===== config.mk =====
export PLATFORM = sky130hd
export DESIGN_NAME = l1_trigger_fifo
export DESIGN_NICKNAME = d
export VERILOG_FILES = /design/src/rtl/l1_trigger_fifo_pkg.sv /design/src/rtl/l1_trigger_fifo_tmr.sv /design/src/rtl/l1_trigger_fifo.sv
export SDC_FILE = /design/constraint.sdc
export NUM_CORES = 1
export LEC_CHECK = 0
export BUFFER_PORTS_ARGS = -buffer_cell sky130_fd_sc_hd__buf_4
export CAP_MARGIN = 30
export CORE_AREA = 5 5 164 166
export CTS_CLUSTER_DIAMETER = 50
export CTS_CLUSTER_SIZE = 24
export DETAILED_ROUTE_END_ITERATION = 6
export DIE_AREA = 0 0 169 171
export PLACE_DENSITY = 0.57
export SLEW_MARGIN = 5
export SYNTH_ARGS = -nofsm -noshare
export SYNTH_HDL_FRONTEND = slang
export SYNTH_HIERARCHICAL = 1
export SYNTH_SLANG_ARGS = --single-unit

===== constraint.sdc =====
create_clock -name Clk -period 9.3 [get_ports Clk]
set_input_delay 0.465 -clock Clk [delete_from_list [all_inputs] [get_ports Clk]]
set_output_delay 0.465 -clock Clk [all_outputs]
set_load 0.02 [all_outputs]

===== src/rtl/l1_trigger_fifo_pkg.sv =====
// Shared definitions for the L1 trigger FIFO: default sizes, entry layout and
// the 2-of-3 majority vote used by the hardened control registers.
package l1_trigger_fifo_pkg;

  localparam int DEF_DEPTH  = 16;
  localparam int DEF_BCID_W = 8;
  localparam int DEF_L1ID_W = 5;

  // Widest vector the voter handles; narrower callers zero-extend and truncate.
  localparam int VOTE_W = 32;

  // Entry layout, MSB first: {SkipFlag, L1ID, BCID}.
  function automatic int entry_w(input int bcid_w, input int l1id_w);
    return bcid_w + l1id_w + 1;
  endfunction

  function automatic logic [VOTE_W-1:0] maj3(input logic [VOTE_W-1:0] a,
                                             input logic [VOTE_W-1:0] b,
                                             input logic [VOTE_W-1:0] c);
    return (a & b) | (a & c) | (b & c);
  endfunction

endpackage


===== src/rtl/l1_trigger_fifo_tmr.sv =====
// Triplicated register: three copies reloaded every cycle from d_i, output is
// the bitwise majority, so a single upset copy heals on the next edge.
module tmr_reg
  import l1_trigger_fifo_pkg::*;
#(
  parameter int W = 1
) (
  input  logic         clk,
  input  logic         rst_n,
  input  logic [W-1:0] d_i,
  output logic [W-1:0] q_o
);

  logic [W-1:0] c0_q, c1_q, c2_q;

  assign q_o = W'(maj3(VOTE_W'(c0_q), VOTE_W'(c1_q), VOTE_W'(c2_q)));

  always_ff @(posedge clk or negedge rst_n) begin
    if (!rst_n) begin
      c0_q <= '0;
      c1_q <= '0;
      c2_q <= '0;
    end else begin
      c0_q <= d_i;
      c1_q <= d_i;
      c2_q <= d_i;
    end
  end

endmodule


===== src/rtl/l1_trigger_fifo.sv =====
// L1 trigger acceptance FIFO: timestamps each trigger with BCID/L1ID, flags
// entries that follow dropped triggers and pulses ReadSkipped when one is popped.
module l1_trigger_fifo
  import l1_trigger_fifo_pkg::*;
#(
  parameter int DEPTH  = DEF_DEPTH,
  parameter int BCID_W = DEF_BCID_W,
  parameter int L1ID_W = DEF_L1ID_W
) (
  input  logic                     Clk,
  input  logic                     Reset,
  input  logic                     L1,
  input  logic                     BCR,
  input  logic                     ECR,
  input  logic                     ReadL1,
  output logic                     L1_Reg_Full,
  output logic                     L1_Empty,
  output logic [BCID_W-1:0]        BCID_Out,
  output logic [L1ID_W-1:0]        L1ID_Out,
  output logic                     SkipFlag_Out,
  output logic                     ReadSkipped,
  output logic [$clog2(DEPTH):0]   Occupancy
);

  localparam int AW = $clog2(DEPTH);
  localparam int OW = AW + 1;
  localparam int EW = entry_w(BCID_W, L1ID_W);

  logic [BCID_W-1:0] bcid_q, bcid_now;
  logic [L1ID_W-1:0] l1id_q, l1id_now;
  logic [AW-1:0]     wr_ptr, wr_ptr_d, rd_ptr, rd_ptr_d;
  logic [OW-1:0]     occ, occ_d;
  logic              skip_pend, skip_pend_d;
  logic              full, empty, push, pop, drop;
  logic              rd_skip_q;
  logic [EW-1:0]     mem_q [DEPTH];
  logic [EW-1:0]     head;

  // BCR/ECR act on the value used in their own cycle, so a coincident trigger sees 0.
  assign bcid_now = BCR ? '0 : bcid_q;
  assign l1id_now = ECR ? '0 : l1id_q;

  always_ff @(posedge Clk or negedge Reset) begin
    if (!Reset) begin
      bcid_q <= '0;
      l1id_q <= '0;
    end else begin
      bcid_q <= bcid_now + BCID_W'(1);
      if (L1)       l1id_q <= l1id_now + L1ID_W'(1);
      else if (ECR) l1id_q <= '0;
    end
  end

  // Full comes from registered occupancy, so a same-cycle pop never rescues a trigger.
  assign full  = (occ == OW'(DEPTH));
  assign empty = (occ == '0);
  assign push  = L1 & ~full;
  assign drop  = L1 & full;
  assign pop   = ReadL1 & ~empty;

  assign wr_ptr_d = wr_ptr + AW'(push);
  assign rd_ptr_d = rd_ptr + AW'(pop);

  always_comb begin
    occ_d = occ;
    if (push & ~pop)      occ_d = occ + OW'(1);
    else if (pop & ~push) occ_d = occ - OW'(1);
  end

  always_comb begin
    skip_pend_d = skip_pend;
    if (push)      skip_pend_d = 1'b0;
    else if (drop) skip_pend_d = 1'b1;
  end

  tmr_reg #(.W(AW)) u_wr_ptr (.clk(Clk), .rst_n(Reset), .d_i(wr_ptr_d),    .q_o(wr_ptr));
  tmr_reg #(.W(AW)) u_rd_ptr (.clk(Clk), .rst_n(Reset), .d_i(rd_ptr_d),    .q_o(rd_ptr));
  tmr_reg #(.W(OW)) u_occ    (.clk(Clk), .rst_n(Reset), .d_i(occ_d),       .q_o(occ));
  tmr_reg #(.W(1))  u_skip   (.clk(Clk), .rst_n(Reset), .d_i(skip_pend_d), .q_o(skip_pend));

  always_ff @(posedge Clk) begin
    if (push) mem_q[wr_ptr] <= {skip_pend, l1id_now, bcid_now};
  end

  assign head = mem_q[rd_ptr];

  always_ff @(posedge Clk or negedge Reset) begin
    if (!Reset) rd_skip_q <= 1'b0;
    else        rd_skip_q <= pop & head[EW-1];
  end

  // Head is masked while empty so stale or uninitialised storage never shows.
  assign BCID_Out     = empty ? '0 : head[BCID_W-1:0];
  assign L1ID_Out     = empty ? '0 : head[BCID_W +: L1ID_W];
  assign SkipFlag_Out = empty ? 1'b0 : head[EW-1];
  assign L1_Reg_Full  = full;
  assign L1_Empty     = empty;
  assign Occupancy    = occ;
  assign ReadSkipped  = rd_skip_q;

endmodule


==> run summary <==
The run finished with clean final reports. The number of clock buffers added by TritonCTS is 25. The number of nets with antenna violations after routing is 0.

No sink is reached through more buffers than the 3 on the longest clock path. The top cell type by area accounts for 68.0% of the synthesized area. For the number of instances resized during post-cts repair, the log shows 0. The final critical delay including setup and external delays was 3.56 ns. For the starting density of the core, the log shows 38.8%. Hold timing on the final database bottoms out at a slack of 0.149 ns.

Sequential elements use 75.1% of the synthesized area. The die covers 28900 sq um. The number of enable flip-flop cells after synthesis was 224.

Number of cell instances on the worst register-to-register path: 7. Clock tree synthesis found a total of 252 sinks. The number of nets in the synthesized netlist is 499.

After detailed routing, the number of remaining DRC violations is 0. The area growth from synthesis to layout is 17.1%. For this block, the routed nets add up to 21.3 mm of wire.

The startpoint class of the critical path was a flop. The global router's overall resource usage was 15.1%; the number of vias in the routed layout was 4876. For this run, the number of Yosys warnings is 6. The detailed router finished its first iteration with 417 violations. The power per standard cell area is 309 nW/um^2, and the hold violation count in the final report is 0. The first detailed-routing pass took 5 iterations. The net count of the finished layout is 563.

The slew at the pin closest to its max-slew limit is 0.942 ns. The die is 169 microns wide. For the count of hold buffers inserted by post-cts repair, the log shows 1. The worst hold path belongs to the class primary input to flop. For the count of max-cap constraint violations, the log shows 0. After detailed routing, the number of vias per cell comes to 5.40. The setup slack at placement was 6.23 ns; the sum of negative setup slack was 0 ns. After synthesis, the cell types taking the most area are edfxtp_1 68%, mux4_2 13%, dfrtp_1 7.1%.

The die span in y came out at 171 microns. The final worst-path cycle share was 38.3%; the worst slew slack as a fraction of its limit was 37.1%. The tools report the antenna diode count as 0. The core region is 25500 sq um. TritonCTS built the clock tree. Entering global routing, the biggest net connects 32 pins. The layout cell share with drive strength beyond 1 is 31.3%.

The logs give 1 for the H-tree level count and 9890 sq um for the total standard cell area after synthesis. For the first-pass GRT wire length, the log shows 32.8 mm. At the worst endpoint, the required time is 8.84 ns. The number of antenna violations at the first check in global routing is 0, and the clock latency at the later pin of the worst-skew pair is 0.51 ns.

After global routing the overflow that remains totals 0. The tools report the worst-case setup margin in the final layout as 5.74 ns. Along the worst hold path, the cell count comes to 2. The count of pins over their slew limit came out at 0. Count of mapped cells out of synthesis: 486. For this design the static power due to leakage is 3.98 nW. Once placement finished, the instance area stood at 10700 sq um. The critical path in this run is classified as flop to output pin. The endpoint class of the critical path was an output pin. The number of placement rows is 59, and the average instance area after synthesis is 20.4 sq um.

The placer's final routability congestion estimate was 0.765. Setup violations remaining at the end of the flow were counted as 0. Among all flip-flop cells after synthesis, the most frequent one is edfxtp_1. In this run the clock root is driven by a clkbuf_16. The number of buffers added on ports is 27. Setup repair after global routing left no endpoint under its margin. For the endpoint arrival time on the critical path, the log shows 3.09 ns. The tools report the half-perimeter wire length after detailed placement as 12.7 mm. Yosys mapped the design onto 40 distinct sky130hd cell types.

Along the worst path, the maximum fanout reaches 31. After synthesis the netlist holds a flip-flop and latch count of 252. Based on the critical path, the design can be clocked at up to 281 MHz. The via count of the first global-routing pass is 5263, and the number of post-CTS setup repair buffers is 0.

For the peak supply drop, the log shows 0.000202 V. In the final routed layout, each cell accounts on average for 23.6 microns. Clock skew on the completed layout was measured at 0.00835 ns.

Of all flip-flops after synthesis, the portion carrying an async set or reset was 11.1%. Clock-pin slew was measured on the worst setup and hold paths at 0.06 ns. The cell taking the most area after synthesis is edfxtp_1. For this design the top-level I/O count stands at 28. The final instance area was 11600 sq um.
layer usage:
layer	part of all wire (%)	wire length (microns)	track usage, %	up-vias
met5	0	0	0	-
li1	-	-	-	2107
met1	44	9320	21.3	2592
met4	2.0	419	3.43	0
met2	49	10400	25.2	147
met3	5.8	1230	2.43	30
report_power, final:
group          switching (W)  leakage (nW)  internal (W)
clock               0.000427         0.414      0.000612
combinational       0.000589          1.12      0.000477
sequential          0.000113          2.44       0.00136
total                0.00113          3.98       0.00245
cells in the final DEF (no fill, tap or decap), types with 3 or more instances in the layout:
cell / count
edfxtp_1: 224
mux4_2: 56
buf_4: 56
dfrtp_1: 26
clkbuf_16: 25
nor2_1: 18
mux2i_1: 15
a22oi_1: 15
xnor2_1: 12
o21ai_0: 11
nor2b_1: 10
inv_1: 9
ha_1: 7
nand3_1: 6
nand2b_1: 6
xor2_1: 5
nor3_2: 5
nand2_1: 4
mux2_2: 4
o21ai_1: 4
nand4_1: 4
nor4_2: 4
bufinv_16: 4
clkinv_4: 4
clkinv_2: 3
worst max-delay path, cell delays in order, from the launching register on:
cell and delay [ns]:
dfrtp_2 0.88, buf_4 0.56, mux4_2 0.39, a22oi_1 0.29, o21ai_1 0.21, buf_4 0.21
cells by family (layout without fill, tap and decap cells):
group,after synthesis,in the layout,synth area share (%)
xor gates and xnor gates,17,17,1.51
AOI/OAI and AO/OA,34,34,2.38
buffers and inverters,32,114,1.52
DFF,252,252,75.1
muxes,75,75,14.7
and+or+nand+nor,69,69,3.91
adders and majority gates,7,7,0.885
path summary, 6_finish.rpt:
path / slack [ns] / from / end
setup / recovery: 5.74 / u_rd_ptr/c0_q[1] / L1ID_Out[3]
hold / removal: 0.15 / ECR / l1id_q[4]
setup reg to reg: 6.81 / u_occ/c0_q[0] / mem_q[15][1]
hold reg to reg: 0.49 / bcid_q[0] / bcid_q[0]
max in group asynchronous: 8.54 / Reset / u_rd_ptr/c0_q[0]
min in group asynchronous: 0.41 / Reset / bcid_q[5]
flip-flops by register name (all words and copies together), names as in the netlist:
name,count
ReadSkipped,1
l1id_q,5
u_wr_ptr/c0_q,4
u_rd_ptr/c0_q,4
u_skip/c0_q,1
mem_q,224
u_occ/c0_q,5
bcid_q,8
synthesized netlist by cell type (5+ instances only):
library cell and instances:
inv_1 9, xor2_1 5, a22oi_1 15, ha_1 7
nor2_1 18, edfxtp_1 224, mux2i_1 15, clkbuf_1 9
mux4_2 56, o21ai_0 11, nor2b_1 10, nand2b_1 6
nor3_1 7, xnor2_1 12, buf_2 6, dfrtp_1 28
nand3_1 6
stage by stage:
step | std cells | util, % | total power (W)
global route | 903 | 45.5 | 0.00375
global placement | 847 | 41.7 | 0.00255
detailed placement | 855 | 42.0 | 0.00259
finish | 903 | 45.5 | 0.00358
CTS | 901 | 45.4 | 0.00363
floorplan | 486 | - | 0.00217
cell type report:
cell class	instances	area [sq um]
timing repair buffer	59	462
clock inverter	18	221
inverter	10	37.5
clock buffer	27	633
sequential	252	7430
fill	2167	13900
tap	335	419
multi-input combinational	202	2380
Power figures use the tool's default switching activity.
